$ cat config.mk
export PLATFORM = sky130hd
export DESIGN_NAME = decim_sample_fifo
export DESIGN_NICKNAME = d
export VERILOG_FILES = /design/src/rtl/decim_sample_fifo.sv
export SDC_FILE = /design/constraint.sdc
export NUM_CORES = 1
export LEC_CHECK = 0
export CORE_UTILIZATION = 40
export DETAILED_ROUTE_END_ITERATION = 10
export SYNTH_ARGS = -nofsm -noshare
export SYNTH_HDL_FRONTEND = slang
export SYNTH_SLANG_ARGS = --single-unit
$ cat constraint.sdc
create_clock -name clk -period 3.6 [get_ports clk]
set_input_delay 0.54 -clock clk [delete_from_list [all_inputs] [get_ports clk]]
set_output_delay 0.54 -clock clk [all_outputs]
set_load 0.05 [all_outputs]
$ cat src/rtl/decim_sample_fifo.sv
// ---------------------------------------------------------------------------
// decim_sample_fifo
//   First-word-fall-through sample FIFO that sits behind a decimating filter.
//   A sample is pushed on each in_ce strobe. A sample is dropped only when the
//   FIFO is full and nothing is popped in the same cycle. A sticky overflow flag
//   records drops. Full and empty are tracked with a level counter, so the
//   read and write pointers may be equal in both states.
//
//   Optional feature: define DECIM_FIFO_DROP_CNT_EN to build a saturating
//   16-bit drop counter. Without the macro, drop_count is tied to zero.
//
// Ports
//   clk        in   system clock, rising edge
//   reset      in   asynchronous, active-high reset
//   in_data    in   DW   signed decimated sample, qualified by in_ce
//   in_ce      in   1    sample strobe
//   out_data   out  DW   head-of-FIFO sample (0 while empty)
//   out_valid  out  1    FIFO non-empty
//   out_ready  in   1    consumer accept; pop when out_valid && out_ready
//   level      out  AW+1 number of stored samples, 0..DEPTH
//   overflow   out  1    sticky drop flag
//   clr_ovf    in   1    synchronous clear of overflow and drop_count
//   drop_count out  16   saturating drop counter (optional)
// ---------------------------------------------------------------------------
module decim_sample_fifo #(
   parameter int  DW    = 16,
   parameter int  DEPTH = 16,
   localparam int AW    = $clog2(DEPTH)
) (
   input  logic                 clk,
   input  logic                 reset,
   input  logic signed [DW-1:0] in_data,
   input  logic                 in_ce,
   output logic signed [DW-1:0] out_data,
   output logic                 out_valid,
   input  logic                 out_ready,
   output logic [AW:0]          level,
   output logic                 overflow,
   input  logic                 clr_ovf,
   output logic [15:0]          drop_count
);

   localparam logic [AW:0] FULL_LVL = (AW+1)'(DEPTH);

   logic signed [DW-1:0] mem_q [DEPTH];
   logic [AW-1:0]        wr_ptr_q, wr_ptr_d;
   logic [AW-1:0]        rd_ptr_q, rd_ptr_d;
   logic [AW:0]          level_q, level_d;
   logic                 ovf_q, ovf_d;
   logic                 pop, push, drop;

   always_comb begin
      pop  = (level_q != '0) && out_ready;
      // A pop in the same cycle frees a slot, so a full FIFO still accepts.
      push = in_ce && ((level_q != FULL_LVL) || pop);
      drop = in_ce && (level_q == FULL_LVL) && !pop;

      wr_ptr_d = push ? wr_ptr_q + 1'b1 : wr_ptr_q;
      rd_ptr_d = pop  ? rd_ptr_q + 1'b1 : rd_ptr_q;

      level_d = level_q;
      if (push && !pop)
         level_d = level_q + 1'b1;
      else if (pop && !push)
         level_d = level_q - 1'b1;

      // A drop in the same cycle as clr_ovf leaves the flag set.
      if (drop)
         ovf_d = 1'b1;
      else if (clr_ovf)
         ovf_d = 1'b0;
      else
         ovf_d = ovf_q;
   end

   always_ff @(posedge clk or posedge reset) begin
      if (reset) begin
         wr_ptr_q <= '0;
         rd_ptr_q <= '0;
         level_q  <= '0;
         ovf_q    <= 1'b0;
      end else begin
         wr_ptr_q <= wr_ptr_d;
         rd_ptr_q <= rd_ptr_d;
         level_q  <= level_d;
         ovf_q    <= ovf_d;
      end
   end

   // Storage is not reset; the level counter alone decides what is valid.
   always_ff @(posedge clk) begin
      if (push)
         mem_q[wr_ptr_q] <= in_data;
   end

   assign out_valid = (level_q != '0);
   assign out_data  = out_valid ? mem_q[rd_ptr_q] : '0;
   assign level     = level_q;
   assign overflow  = ovf_q;

`ifdef DECIM_FIFO_DROP_CNT_EN
   logic [15:0] dcnt_q, dcnt_d;

   always_comb begin
      dcnt_d = dcnt_q;
      if (clr_ovf)
         dcnt_d = drop ? 16'd1 : 16'd0;
      else if (drop && (dcnt_q != 16'hFFFF))
         dcnt_d = dcnt_q + 16'd1;
   end

   always_ff @(posedge clk or posedge reset) begin
      if (reset)
         dcnt_q <= 16'd0;
      else
         dcnt_q <= dcnt_d;
   end

   assign drop_count = dcnt_q;
`else
   assign drop_count = 16'd0;
`endif

endmodule

# Word-level counts from Yosys, hierarchy flattened
# Memories as Yosys holds them, arrays and structs flattened.
# Index checks and enable logic that the tools add are counted.
[word_totals] rom_bits=0 ff_bits=14 word_cells=30 mem_bits_rw=256 inputBits=21 latchBits=0 mem_count=1 output_inout_bits=39
[op_classes] n_addsub=4 reduce_logical=12 order_cmp=0 bitwise=0 n_shift=0 div=0 n_mux=7 eq_ne=2 n_mul=0
[mem_list] memory="mem_q" words=16 word_bits=16 rd=1 rd_clocked_by_memory_dff=0 write_ports=1 line="45" rtl="logic signed [DW-1:0] mem_q [DEPTH];"
[ops] cell="$mux 16" n=1
[ops] cell="$mux 5" n=2
[ops] cell="$add 4x1->4 const B" n=2
[ops] cell="$logic_and 1x1->1" n=6
[ops] cell="$add 5x1->5 const B" n=1
[ops] cell="$eq 5x5->1 const B" n=1
[ops] cell="$ne 5x5->1 const B" n=1
[ops] cell="$reduce_bool 5->1" n=1
[ops] cell="$sub 5x1->5 const B" n=1
[ops] cell="$mux 1" n=4
[ops] cell="$reduce_bool 2->1" n=2
[ops] cell="$logic_not 1->1" n=2
[ops] cell="$logic_or 1x1->1" n=1

# Depth between registers and ports, before layout
# Gate-level depths: netlist (run 1).
[depth] ltp_word=8 depth_mapped=11 ltp_nobuf=9

# Least setup slack after synthesis (run 1)
# OpenSTA, ideal clock, no wires.
[synth_timing] path_type="reg2reg" start="register level_q[0], in the netlist level[0]" end="register level_q[4], in the netlist level[4]" path_stages_with_launch=12 slack_ns=0.155 period_less_slack_ns=3.445 path_buffers=2 arrival_ns=3.319 required_ns=3.474 setup_time_ns=0.126 cell_sequence="dfrtp_1 > or4_4 > buf_6 > o31a_1 > buf_2 > ha_1 > inv_1 > ha_1 > a21o_1 > a2111oi_0 > a41oi_1 > a221o_1"
[synth_between] elab_chain_cells=7 elab_cells_between_ends=14 classes_between="add/sub (2); eq/ne (1); mux (2); reduce/logical (9)"
[synth_rtl] element="from (decl)" line="48" rtl="logic [AW:0] level_q, level_d;"
[synth_rtl] element="from (signal assigned)" line="85" rtl="level_q <= level_d;"
[synth_rtl] element="$reduce_bool 5->1" line="53" rtl="pop = (level_q != '0) && out_ready;"
[synth_rtl] element="$logic_and 1x1->1" line="53"
[synth_rtl] element="$logic_or 1x1->1 (*)" line="55" rtl="push = in_ce && ((level_q != FULL_LVL) || pop);"
[synth_rtl] element="$logic_and 1x1->1 (*)" line="55"
[synth_rtl] element="named net push" line="50" rtl="logic pop, push, drop;"
[synth_rtl] element="$logic_not 1->1" line="64" rtl="else if (pop && !push)"
[synth_rtl] element="$logic_and 1x1->1" line="64"
[synth_rtl] element="$reduce_bool 2->1 (no source line)"
# Mark *: on every way through the listed nets, which the timed path passes. The rest lies on a longest branch. The select of a mux whose other input is x is not followed.
# A chain may end at the register's enable or synchronous reset.

# Worst setup path after layout (run 1)
[layout_timing] start="register level_q[0], in the netlist level[0]" end="register level_q[4], in the netlist level[4]"
[layout_between] elab_chain_cells=7 elab_cells_between_ends=14 classes_between="add/sub (2); eq/ne (1); mux (2); reduce/logical (9)"
[layout_rtl] element="branches (longest 7 deep; another with $sub 5x1->5)"
# Several ways; the timed one is not identified. The select of a mux whose other input is x is not followed.

==> metrics.md, run 1 <==
| Metric | Value |
|---|---|
| Run status | finished with violations |
| Failing checks | DRC |
| DRT Wirelength | 22.88 mm |
| Die height | 166.1 um |
| Worst reg2reg path endpoint | level[4] |
| Mean Syn Cell Area | 21.28 sq um |
| Cell variety after synth | 41 |
| Overflow after GRT | 0 |
| Clock sinks | 270 |
| Async SR Flop Fraction | 0.05185 |
| FF/Latch Area | 0.008043 sq mm |
| Routed Antenna Nets | 0 |
| Maximum buffer depth of the clock tree | 3 |
| Core footprint | 0.02621 sq mm |
| Slew @ Worst Pin | 658.1 ps |
| Switching Fraction | 0.3370 |
| Met3 GRT Util | 0.02216 |
| Post-synthesis sequential area ratio | 0.7465 |
| DP Worst Slack | 185.5 ps |
| Gpl congestion | 0.7782 |
| Input/output buffers | 43 |
| Die extent in x | 166.1 um |
| Reg2reg path depth | 9 |
| Critical R2R Launch | level[0] |
| Multi-input gate area | 0.002550 sq mm |
| Fill count | 2,084 |
| Critical Path Sink Type | register |
| Synth Warn # | 0 |
| Setup Skew | 10.67 ps |
| Cells after Synth | 506 |
| Area Overhead vs Synth | 18.57% |
| Synthesized flop and latch total | 270 |
| Clock network power share | 0.235 |
| Period minus WS final | 3419 ps |
| Share of post-route cells with drive strength above 1 | 0.3229 |
| PnR worst setup slack | 181.4 ps |
| Die area | 0.02758 sq mm |
| Fin crit share | 0.9496 |
| CTS Buf Count | 28 |
| Total negative setup slack | 0 ps |
| Wire per inst | 24.29 um |
| Final Hold Vio Count | 0 |
| GRT Total Usage | 0.1697 |
| Critical path's most frequent cell | ha_1 |
| Initial DRC count | 402 |
| Power Internal | 7499 uW |
| Starting Density | 0.4109 |
| Via density | 5.483 |
| Drc violations | 7 |
| Crit-path cells | or4_4, o31a_1, ha_1, inv_1, ha_1, a21o_1, a2111oi_0, a41oi_1, a221o_1 |
| Maximum vdd ir drop | 0.0005061 V |
| Hold crit path type | primary input to async pin |
| Skew-Pair Late Insertion Delay | 530 ps |
| Crit-path max FO | 6 |
| Slowest stage delay, CP | 600 ps |
| Final Util | 0.4872 |
| TritonRoute pass-1 iters | 7 |
| Critical Path Sink | level[4] |
| Final setup vio count | 0 |
| Largest net degree at the start of global routing | 24 |
| Crit path kind | register to register |
| Comb power frac | 0.406 |
| R2R setup slack | 180 ps |
| Worst Path Arrival | 3830 ps |
| Max-cap viol count | 0 |
| RSZ-0062 raised after global routing | no |
| Most frequent cells in the layout | 256 x edfxtp_1, 64 x mux4_2, 32 x buf_4 |
| GRT busiest layer | met2 |
| Max frequency | 0.2925 GHz |
| First-pass GRT wire length | 34.68 mm |
| CTS tree | built |
| Netlist Area Pre-Place | 0.01077 sq mm |
| Power Density | 885.9 mW/mm^2 |
| Core Rows | 59 |
| Io pins | 60 |
| Leak | 0.004231 uW |
| Met2 Use GR | 0.2972 |
| Final #Nets | 617 |
| Worst Setup SP | level[0] |
| DR vias | 5,165 |
| Post-synth EDFFs | 256 |
| Main flop type after synthesis | edfxtp_1 |
| Vias in the first global route | 5,428 |
| Worst endpoint required time | 4010 ps |
| Slew headroom | 0.5603 |
| Hpwl dp | 13.09 mm |
| Htree depth | 1 |
| Startpoint Class | register |
| Reg power frac | 0.359 |
| # diodes | 0 |
| Pins Over Slew Limit | 0 |
| CTS root buf | clkbuf_16 |
| Most common cell after layout, fill and taps aside | edfxtp_1 |
| Initial antenna violation count | 0 |
| NetSw | 3812 uW |
| Crit path max-delay cell type | or4_4 |
| Reg clk slew, reported paths | 60 ps |
| Global-route track usage on met1 | 0.2266 |
==> worst min path at each step <==
stage / end / slack, ps / depth (start not counted)
after floorplan: level[0] / 430 / 1
after global placement: overflow / 490 / 2
after detailed placement: overflow / 490 / 2
after CTS: level[0] / 370 / 2
after global routing: level[2] / 410 / 2
final: level[0] / 370 / 2
==> power by group through the flow <==
stage	clock network, uW	logic (uW)	registers [uW]
global route	2830	4830	4100
global placement	0	4500	4130
finish	2660	4590	4060
floorplan	0	2860	4080
detailed placement	0	4550	4160
CTS	2720	4660	4060
==> registers in the layout (all words and copies together) (netlist names) <==
register	count
level	5
wr_ptr_q	4
rd_ptr_q	4
overflow	1
mem_q	256
==> cells in the mapped netlist (all sizes together), types with 2 or more instances <==
cell,count,area [sq um]
nand2b,4,32.53
nand2,8,30.03
nand3,2,10.01
a221o,17,177.7
dfrtp,14,350.3
edfxtp,256,7687
inv,7,26.28
nor2b,8,57.55
ha,9,112.6
mux2,18,202.7
xor2,2,17.52
mux4,64,1441
buf,35,234.0
a21o,3,23.77
xnor2,7,61.31
nor3,5,25.02
o21ai,5,25.02
clkbuf,7,26.28
nor2,14,52.55
and2b,9,67.56
==> repair_timing <==
| item | in CTS | in global routing |
|---|---|---|
| resized for setup | 0 | 0 |
| endpoints found under the hold margin | 0 | 0 |
| setup endpoints to repair | 7 | 0 |
| setup buffers | 1 | 0 |
| hold buffers | 0 | 0 |
==> layout make-up <==
| type | count | area share |
|---|---|---|
| multi-input combinational | 202 | 0.1997 |
| inverter | 7 | 0.002058 |
| timing repair buffer | 77 | 0.06880 |
| tap | 335 | 0.03283 |
| sequential | 270 | 0.6300 |
| clock buffer | 33 | 0.05802 |
| clock inverter | 18 | 0.008624 |
==> per-stage QoR <==
stage	instances	cell area, sq um	total power (uW)	hold WS [ps]
after detailed placement	890	11890	8716	485.8
after global placement	890	11890	8629	489.2
final	942	12770	11310	372.3
after CTS	942	12770	11450	367.2
after floorplan	521	10820	6943	429.2
after global routing	942	12770	11760	412.7
==> worst max-delay path, delay by kind of cell, from the launching register on <==
family	cells	cell delay, ps
AO/OA/AOI/OAI	5	1490
adder cells (fa/ha/maj)	2	570
buffers and inverters	1	190
flip-flops	1	450
AND/OR/NAND/NOR	1	600
==> routing by layer <==
| metal | vias to the layer above | wire (um) |
|---|---|---|
| li1 | 2213 | - |
| met5 | - | 0 |
| met4 | 0 | 434 |
| met2 | 133 | 11920 |
| met1 | 2788 | 9446 |
| met3 | 31 | 1084 |
==> logic make-up after synthesis <==
logic type                 synth area share
buffers and inverters               0.02661
adders and majority gates           0.01232
xor gates and xnor gates           0.007321
AOI/OAI and AO/OA                   0.02649
other                             0.0003483
muxes                                0.1527
and+or+nand+nor                     0.02777
DFF                                  0.7465
Power figures use the tool's default switching activity.
==> run 2: changes to the inputs <==
--- a/config.mk
+++ b/config.mk
@@ -7,6 +7,8 @@
 export LEC_CHECK = 0
 export CORE_UTILIZATION = 40
 export DETAILED_ROUTE_END_ITERATION = 10
+export GPL_ROUTABILITY_DRIVEN = 0
+export SETUP_SLACK_MARGIN = 0.5
 export SYNTH_ARGS = -nofsm -noshare
 export SYNTH_HDL_FRONTEND = slang
 export SYNTH_SLANG_ARGS = --single-unit
==> run 2 against run 1 <==
The run still ends with DRC left; final cell count up 2.7%; critical path depth decreased by 4; largest power group unchanged; register-to-register slack better by 430 ps; via count is 1.0% higher.
==> metrics.md, run 2 (same netlist as run 1, synthesis figures left out) <==
| Metric | Value |
|---|---|
| Top Metal Used | met4 |
| TritonRoute pass-1 iters | 8 (+1) |
| Final setup vio count | 0 (unchanged) |
| Die height | 166.1 um (unchanged) |
| DR vias | 5,218 (+1.0%) |
| RSZ-0062 raised after global routing | yes |
| Clock network power share | 0.230 (-0.005) |
| Power Internal | 7892 uW (+5.2%) |
| Placed insts | 890 (unchanged) |
| Maximum buffer depth of the clock tree | 3 (unchanged) |
| Power Density | 894.2 mW/mm^2 (+0.93%) |
| Via density | 5.396 (-1.6%) |
| NetSw | 3909 uW (+2.5%) |
| Die area | 0.02758 sq mm (unchanged) |
| Share of post-route cells with drive strength above 1 | 0.3772 (+0.05428) |
| Crit path kind | register to primary output |
| Met2 routed WL | 10.98 mm (-7.9%) |
| Most common cell after layout, fill and taps aside | edfxtp_1 |
| Reg2reg path depth | 10 (+1) |
| Final std cells w/o fill | 967 (+2.7%) |
| Worst Setup SP | level[3] |
| CTS Buf Count | 28 (unchanged) |
| Worst endpoint required time | 3060 ps (-950 ps) |
| Vias in the first global route | 5,426 (-0.037%) |
| DRT met1 WL | 9.932 mm (+5.1%) |
| Clock sinks | 270 (unchanged) |
| Drc violations | 12 (+5) |
| Core Rows | 59 (unchanged) |
| Comb power frac | 0.431 (+0.025) |
| Io pins | 60 (unchanged) |
| Fin crit share | 0.8892 (-0.06044) |
| Max-cap viol count | 0 (unchanged) |
| Largest Register | mem_q |
| Period minus WS final | 3201 ps (-217.6 ps) |
| Total negative setup slack | 0 ps (unchanged) |
| Critical R2R Launch | level[3] |
| Max frequency | 0.3124 GHz (+6.8%) |
| Final Hold Vio Count | 0 (unchanged) |
| Input/output buffers | 43 (unchanged) |
| Multi-input gate area | 0.002656 sq mm (+4.2%) |
| Fill count | 2,036 (-2.3%) |
| Slew @ Worst Pin | 750.1 ps (+91.91 ps) |
| Startpoint Class | register |
| Hpwl dp | 12.36 mm (-5.6%) |
| Final #Nets | 641 (+3.9%) |
| Overflow after GRT | 0 (unchanged) |
| Crit-path max FO | 8 (+2) |
| Met3 WL | 1.079 mm (-0.46%) |
| FF/Latch Area | 0.008048 sq mm (about the same) |
| Run status | finished with violations |
| Critical Path Sink Type | primary output |
| Initial DRC count | 522 (+30%) |
| Most frequent cells in the layout | 256 x edfxtp_1, 64 x mux4_2, 40 x buf_4 |
| Wire per inst | 23.12 um (-4.8%) |
| Failing checks | DRC |
| R2R setup slack | 610 ps (+430 ps) |
| Switching Fraction | 0.3312 (-0.005761) |
| CTS tree | built |
| Htree depth | 1 (unchanged) |
| Worst reg2reg path endpoint | level[4] |
| Max reg flops | 256 (unchanged) |
| Routed Antenna Nets | 0 (unchanged) |
| Hold crit path type | primary input to async pin |
| Reg power frac | 0.339 (-0.020) |
| CTS root buf | clkbuf_16 |
| Area Overhead vs Synth | 22.57% |
| Initial antenna violation count | 0 (unchanged) |
| # hold bufs at CTS | 0 (unchanged) |
| First-pass GRT wire length | 33.89 mm (-2.3%) |
| Leak | 0.004433 uW (+4.8%) |
| Starting Density | 0.4109 (unchanged) |
| Slew headroom | 0.4977 (-0.06261) |
| Largest net degree at the start of global routing | 52 (+120%) |
| Critical Path Sink | out_data[2] |
| Die extent in x | 166.1 um (unchanged) |
| GRT Total Usage | 0.1651 (-0.004686) |
| Maximum vdd ir drop | 0.0004513 V (-11%) |
| Reg clk slew, reported paths | 60 ps (about the same) |
| Pins Over Slew Limit | 0 (unchanged) |
| Worst Path Arrival | 2660 ps (-1170 ps) |
| Core footprint | 0.02621 sq mm (unchanged) |
| Setup Skew | 20.80 ps (+10.13 ps) |
| Skew-Pair Late Insertion Delay | 530 ps (about the same) |
| DRT Wirelength | 22.36 mm (-2.3%) |
## run 2: stage by stage
| stage | area, sq um | util | setup slack, ps | hold slack (ps) | total power, uW |
|---|---|---|---|---|---|
| floorplan | 10870 | - | 504.4 | 428.9 | 6979 |
| global placement | 11950 | 0.4560 | 283.9 | 471.0 | 8620 |
| detailed placement | 11950 | 0.4560 | 156.2 | 493.4 | 8696 |
| CTS | 13070 | 0.4986 | 380.8 | 375.0 | 11790 |
| global route | 13200 | 0.5035 | 345.6 | 413.9 | 12310 |
| finish | 13200 | 0.5036 | 399.0 | 370.5 | 11800 |
## run 2: layout make-up
| cell class | instances | share of cell area |
|---|---|---|
| Sequential cell | 270 | 0.6098 |
| Multi-Input combinational cell | 203 | 0.2013 |
| Timing Repair Buffer | 100 | 0.08864 |
| Clock buffer | 34 | 0.05641 |
| Tap cell | 335 | 0.03176 |
| Clock inverter | 17 | 0.009954 |
| Inverter | 7 | 0.001991 |
| Antenna cell | 1 | 0.0001896 |
## run 2: critical path, stage by stage (launching register included)
cell and delay, ps:
dfrtp_2 400, or4_4 610, nand2b_4 210, nor2b_2 290, a221o_2 460, buf_12 160
## run 2: worst min path at each step
stage | from | end | slack (ps) | cells past startpoint
global route | reset | overflow | 410 | 2
CTS | reset | overflow | 370 | 2
global placement | overflow | overflow | 470 | 2
floorplan | reset | level[4] | 430 | 1
finish | reset | overflow | 370 | 2
detailed placement | overflow | overflow | 490 | 2
## run 2: metal layers
metal / up-vias / GRT usage
li1: 2267 / -
met3: 32 / 0.02526
met4: 0 / 0.03941
met2: 142 / 0.2719
met5: - / 0
met1: 2777 / 0.2321
## run 2: repair_timing
item                                    in CTS  in global routing
resized for setup                           23                  9
pin swaps                                    4                  6
setup buffers                               11                 10
gates cloned                                 3                  1
endpoints found under the setup margin      17                 17
## run 2: power by group through the flow
stage / combinational, uW / sequential [uW] / clock (uW)
floorplan: 2890 / 4090 / 0
global placement: 4510 / 4110 / 0
detailed placement: 4570 / 4130 / 0
CTS: 5010 / 4000 / 2780
global route: 5380 / 4030 / 2900
finish: 5080 / 4000 / 2720
